$ cat src/rtl/alu_arbiter.sv
// Round-robin arbiter sharing one combinational ALU between two requesters.
// One operation in flight at a time, sequenced by an IDLE/EXEC/RESP FSM.
module alu_arbiter #(
    parameter int WIDTH = 32
) (
    input  logic             clk,
    input  logic             reset,
    input  logic             req0_valid,
    output logic             req0_ready,
    input  logic [WIDTH-1:0] req0_a,
    input  logic [WIDTH-1:0] req0_b,
    input  logic [3:0]       req0_op,
    output logic             rsp0_valid,
    input  logic             rsp0_ready,
    output logic [WIDTH-1:0] rsp0_result,
    output logic             rsp0_zero,
    output logic             rsp0_overflow,
    input  logic             req1_valid,
    output logic             req1_ready,
    input  logic [WIDTH-1:0] req1_a,
    input  logic [WIDTH-1:0] req1_b,
    input  logic [3:0]       req1_op,
    output logic             rsp1_valid,
    input  logic             rsp1_ready,
    output logic [WIDTH-1:0] rsp1_result,
    output logic             rsp1_zero,
    output logic             rsp1_overflow,
    output logic [WIDTH-1:0] alu_a,
    output logic [WIDTH-1:0] alu_b,
    output logic [3:0]       alu_control,
    input  logic [WIDTH-1:0] alu_result,
    input  logic             alu_zero,
    input  logic             alu_overflow,
    output logic             busy
);

    typedef enum logic [1:0] {
        IDLE = 2'b00,
        EXEC = 2'b01,
        RESP = 2'b10
    } state_t;

    state_t           state_q, state_d;
    logic             rr_q, rr_d;
    logic             owner_q, owner_d;
    logic [WIDTH-1:0] a_q, a_d;
    logic [WIDTH-1:0] b_q, b_d;
    logic [3:0]       op_q, op_d;
    logic [WIDTH-1:0] res_q, res_d;
    logic             zero_q, zero_d;
    logic             ovf_q, ovf_d;

    logic             grant0_s;
    logic             grant1_s;
    logic             idle_s;
    logic             rsp_hs_s;

    // rr_q names the requester that wins when both are valid
    assign grant0_s = req0_valid & (~req1_valid | ~rr_q);
    assign grant1_s = req1_valid & (~req0_valid | rr_q);
    assign idle_s   = (state_q == IDLE) & ~reset;

    assign req0_ready = idle_s & grant0_s;
    assign req1_ready = idle_s & grant1_s;

    assign rsp0_valid = (state_q == RESP) & ~owner_q;
    assign rsp1_valid = (state_q == RESP) & owner_q;
    assign rsp_hs_s   = owner_q ? rsp1_ready : rsp0_ready;

    assign rsp0_result   = res_q;
    assign rsp0_zero     = zero_q;
    assign rsp0_overflow = ovf_q;
    assign rsp1_result   = res_q;
    assign rsp1_zero     = zero_q;
    assign rsp1_overflow = ovf_q;

    assign alu_a       = a_q;
    assign alu_b       = b_q;
    assign alu_control = op_q;
    assign busy        = (state_q != IDLE);

    // Next-state logic: grant and latch in IDLE, capture ALU in EXEC, hold in RESP
    always_comb begin
        state_d = state_q;
        rr_d    = rr_q;
        owner_d = owner_q;
        a_d     = a_q;
        b_d     = b_q;
        op_d    = op_q;
        res_d   = res_q;
        zero_d  = zero_q;
        ovf_d   = ovf_q;
        case (state_q)
            IDLE: begin
                if (req0_ready) begin
                    a_d     = req0_a;
                    b_d     = req0_b;
                    op_d    = req0_op;
                    owner_d = 1'b0;
                    state_d = EXEC;
                end else if (req1_ready) begin
                    a_d     = req1_a;
                    b_d     = req1_b;
                    op_d    = req1_op;
                    owner_d = 1'b1;
                    state_d = EXEC;
                end else begin
                    state_d = IDLE;
                end
            end
            EXEC: begin
                res_d   = alu_result;
                zero_d  = alu_zero;
                ovf_d   = alu_overflow;
                state_d = RESP;
            end
            RESP: begin
                if (rsp_hs_s) begin
                    rr_d    = ~owner_q;
                    state_d = IDLE;
                end else begin
                    state_d = RESP;
                end
            end
            default: begin
                state_d = IDLE;
            end
        endcase
    end

    // State, pointer, operand and result registers
    always_ff @(posedge clk or posedge reset) begin
        if (reset) begin
            state_q <= IDLE;
            rr_q    <= 1'b0;
            owner_q <= 1'b0;
            a_q     <= {WIDTH{1'b0}};
            b_q     <= {WIDTH{1'b0}};
            op_q    <= 4'b0000;
            res_q   <= {WIDTH{1'b0}};
            zero_q  <= 1'b0;
            ovf_q   <= 1'b0;
        end else begin
            state_q <= state_d;
            rr_q    <= rr_d;
            owner_q <= owner_d;
            a_q     <= a_d;
            b_q     <= b_d;
            op_q    <= op_d;
            res_q   <= res_d;
            zero_q  <= zero_d;
            ovf_q   <= ovf_d;
        end
    end

endmodule

$ cat config.mk
export PLATFORM = sky130hd
export DESIGN_NAME = alu_arbiter
export DESIGN_NICKNAME = d
export VERILOG_FILES = /design/src/rtl/alu_arbiter.sv
export SDC_FILE = /design/constraint.sdc
export NUM_CORES = 1
export LEC_CHECK = 0
export CAP_MARGIN = 20
export CORE_ASPECT_RATIO = 0.7
export CORE_MARGIN = 8
export CORE_UTILIZATION = 40
export CTS_CLUSTER_SIZE = 16
export DETAILED_ROUTE_END_ITERATION = 12
export GPL_TIMING_DRIVEN = 0
export PLACE_DENSITY = 0.94
export SYNTH_ARGS = -nofsm -noshare
export SYNTH_HDL_FRONTEND = slang
export SYNTH_SLANG_ARGS = --single-unit
$ cat constraint.sdc
create_clock -name clk -period 5.61 [get_ports clk]
set_input_delay 1.122 -clock clk [delete_from_list [all_inputs] [get_ports clk]]
set_output_delay 1.122 -clock clk [all_outputs]
set_load 0.02 [all_outputs]
Word level (Yosys, flattened, before mapping)
Cells that the tools add are included.

cells by class
  equality and inequality tests = 2
  mux-type cells = 13
  bitwise operators = 14
  reduce and logical (&&, ||, !) cells = 5

operators by type and width
  kind                  number
  $mux W32              4
  $mux W4               2
  $and A1 B1 Y1         7
  $pmux W2 S3           1
  $mux W1               5
  $not A1 Y1            5
  $reduce_and A2 Y1     2
  $reduce_bool A2 Y1    2
  $eq A2 B1 Y1 const B  1
  $eq A2 B2 Y1 const B  1
  $logic_not A2 Y1      1
  $mux W2               1
  $or A1 B1 Y1          2

word-level totals
  register bits = 106
  bits of input ports = 176
  word-level logic and storage cells = 43

Longest topological paths before layout
  word-level depth = 7
  gate-level depth with buffers = 7
  depth with buffers taken out = 3

Worst setup path before layout
OpenSTA, ideal clock, no wires.

  path type = input -> output
  from = input reset
  to = output req0_ready
  arrival time = 2.197 ns
  setup slack = 2.291 ns
  stages = 5
  cells stage by stage = or3_1 > buf_2 > buf_6 > buf_6 > nor2_1

between the ends
  word-level cells in the longest chain between the ends = 3

RTL lines
  what           line  source
  from (decl)    7     input logic reset,
  $not A1 Y1     61    assign idle_s = (state_q == IDLE) & ~reset;
  $and A1 B1 Y1  61
  $and A1 B1 Y1  63    assign req0_ready = idle_s & grant0_s;
  to (decl)      9     output logic req0_ready,

No other way between the ends.

Final worst setup path
  from = input reset
  to = output req1_ready

between the ends
  word-level cells in the longest chain between the ends = 3

RTL lines
  what           line  source
  $not A1 Y1     61
  $and A1 B1 Y1  61
  $and A1 B1 Y1  64    assign req1_ready = idle_s & grant1_s;
  to (decl)      19    output logic req1_ready,

No other way between the ends.

==> impl_metrics.ini <==
[placement]
hpwl_um = 17600
place_ws_ps = 1020
port_buffers = 316
gp_congestion = 0.911

[critical_path]
reg2regPathDepth = 5
r2r_end = alu_b[7]
cp-start-kind = input port
critPathRequiredTime_ps = 4490
timing.rr.start = state_q[1]
worstPathMaxFanout = 10
endpoint = req1_ready
arrival_ps = 3540
rrSetupSlack_ps = 3450
path_class = in2out
startpoint = reset
end_kind = output pin

[status]
status = finished clean

[sta]
maxSlewViolCount = 0
rsz0062_at_grt = no
period_share_pct = 83.1
period_needed_ps = 4660
slew_headroom_pct = 51.7
fmax_mhz = 214
setup_ws_ps = 945
setup_viol = 0
tightest_slew_ps = 723
tns_ps = 0
hold_viol = 0
fin_skew_ps = 5.96
whs_ps = 539

[routing]
vias = 5659
drc = 0
ant_nets = 0
wl_um = 22400
wl_per_cell_um = 21.8
drt_pass1_iterations = 5
vias_per_cell = 5.52
first_iter_violations = 442

[clock_network]
numCtsBuffers = 9
clkTransAtPathRegs_ps = 70
cts.sink_count = 106
cts.hold.buffers_added = 0
htreeDepth = 3
post-cts-setup-buffers = 0
root_buffer = clkbuf_16
cts_tree = built
clk_path_buf_depth = 2
cts_resized = 0
clk_latency_ps = 330

[floorplan]
die_y_um = 111
die_x_um = 152
dieArea_um2 = 16800
core_area_um2 = 12500
ios = 317
initial_core_util_pct = 41.2
rows = 34

[pwr]
p_per_area_nw_per_um2 = 562
peakVddDrop_uv = 457
p_leak_nw = 3.42

[synth]
synthDistinctLibCells = 25
netlist_area_um2 = 5160
synth_seq_area_share_pct = 51.4
syn_area_per_cell_um2 = 9.75
synth_seq_cells = 106
syn-instance-count = 529
synth.net_count = 705
yosysWarnings = 0

[finish]
syn_to_final_growth_pct = 71.6
final_util_pct = 70.8
regArea_um2 = 2650
drive_above_1_share_pct = 13.1
fill_cells = 919
fin_nets = 1033
multi_input_area_um2 = 1960

[global_routing]
grt_use_total_pct = 25.3
grt_max_degree = 60
antenna_found_initial = 2
grt_pass1_vias = 5783
grt_overflow = 0
grt_pass1_wl_um = 33300

[run]
drv_cap = 0

[worst_hold_path]
hp-class = reg2reg
-- synthesized netlist by cell type --
library cell / n / area (um2)
mux2_2: 34 / 383
buf_4: 35 / 263
clkbuf_1: 31 / 116
and2_1: 1 / 6.26
nor3_2: 1 / 10.0
buf_1: 1 / 3.75
o21ai_1: 19 / 95.1
a21bo_2: 1 / 10.0
or2_1: 1 / 6.26
nand2_1: 1 / 3.75
nand3_1: 68 / 340
clkbuf_2: 1 / 5.00
buf_2: 18 / 90.1
nand2b_1: 2 / 12.5
o21ai_0: 52 / 260
or3_1: 1 / 6.26
nor2_1: 4 / 15.0
or2_2: 1 / 6.26
a21oi_1: 71 / 355
a21boi_1: 1 / 7.51
dfrtp_1: 106 / 2650
and3_1: 1 / 6.26
inv_1: 4 / 15.0
a31oi_1: 69 / 432
buf_6: 5 / 56.3
-- flip-flops by register name, indices dropped and copies added, names as in the netlist --
register	count
rsp0_overflow	1
alu_control	4
alu_a	32
rr_q	1
owner_q	1
state_q	2
rsp0_zero	1
rsp0_result	32
alu_b	32
-- final cells by class --
cell class | instances | share of cell area (%)
plain buffers | 91 | 6.04
clock buffers | 10 | 2.59
well taps | 162 | 2.29
clock inverters | 6 | 0.749
repair buffers | 317 | 36.0
diodes | 1 | 0.0283
inverters | 4 | 0.198
flip-flops and latches | 106 | 30.0
multi-input cells | 328 | 22.1
-- routing by layer --
layer	vias up	track usage [%]	part of all wire [%]
met5	-	0	0.058
met4	2	7.29	2.3
met3	31	9.91	11
met2	301	42.6	50
met1	2763	28.9	37
li1	2562	-	-
-- critical path, cell delays in order --
cell and delay (ps):
clkdlybuf4s50_1 500, nor3_2 430, buf_2 330, buf_2 290, nand2_1 90, a21oi_1 120, clkdlybuf4s50_1 650
-- how the worst min path moves through the flow --
stage	depth (start not counted)	end	start
after global placement	1	rsp0_result[31]	rsp0_result[31]
after floorplan	1	rr_q	owner_q
final	1	rsp0_zero	rsp0_zero
after CTS	1	rsp0_zero	rsp0_zero
after global routing	1	rsp0_zero	rsp0_zero
after detailed placement	1	rsp0_zero	rsp0_zero
-- metrics by stage --
stage / area, um2 / std cells / total power, mW
2_1_floorplan: 5160 / 529 / 2.86
3_5_place_dp: 8550 / 1008 / 4.35
3_3_place_gp: 8520 / 1007 / 4.27
4_1_cts: 8850 / 1024 / 5.00
6_report: 8850 / 1025 / 4.97
5_1_grt: 8850 / 1025 / 5.21
-- cells in the final DEF (no fill, tap or decap), drive strengths merged --
cell type	n
clkdlybuf4s50	316
a21boi	1
inv	5
and3	1
nand2	1
o21ai	71
diode	1
a21oi	71
nand3	68
nand2b	2
a21bo	1
or3	1
clkbuf	42
clkinvlp	3
nor2	4
bufinv	1
or2	2
a31oi	69
nor3	1
clkinv	1
dfrtp	106
buf	60
mux2	34
and2	1
-- kinds of logic after synthesis --
kind of cell           synth area share, %
muxes                                 7.42
AOI/OAI and AO/OA                     22.5
DFF                                   51.4
buffers and inverters                 10.6
and+or+nand+nor                       8.01
-- where the power goes --
group	switching [mW]	internal (mW)
clock	0.292	0.348
sequential	0.257	1.14
combinational	1.50	1.44
total	2.05	2.92
(Power assumes the default switching activity.)
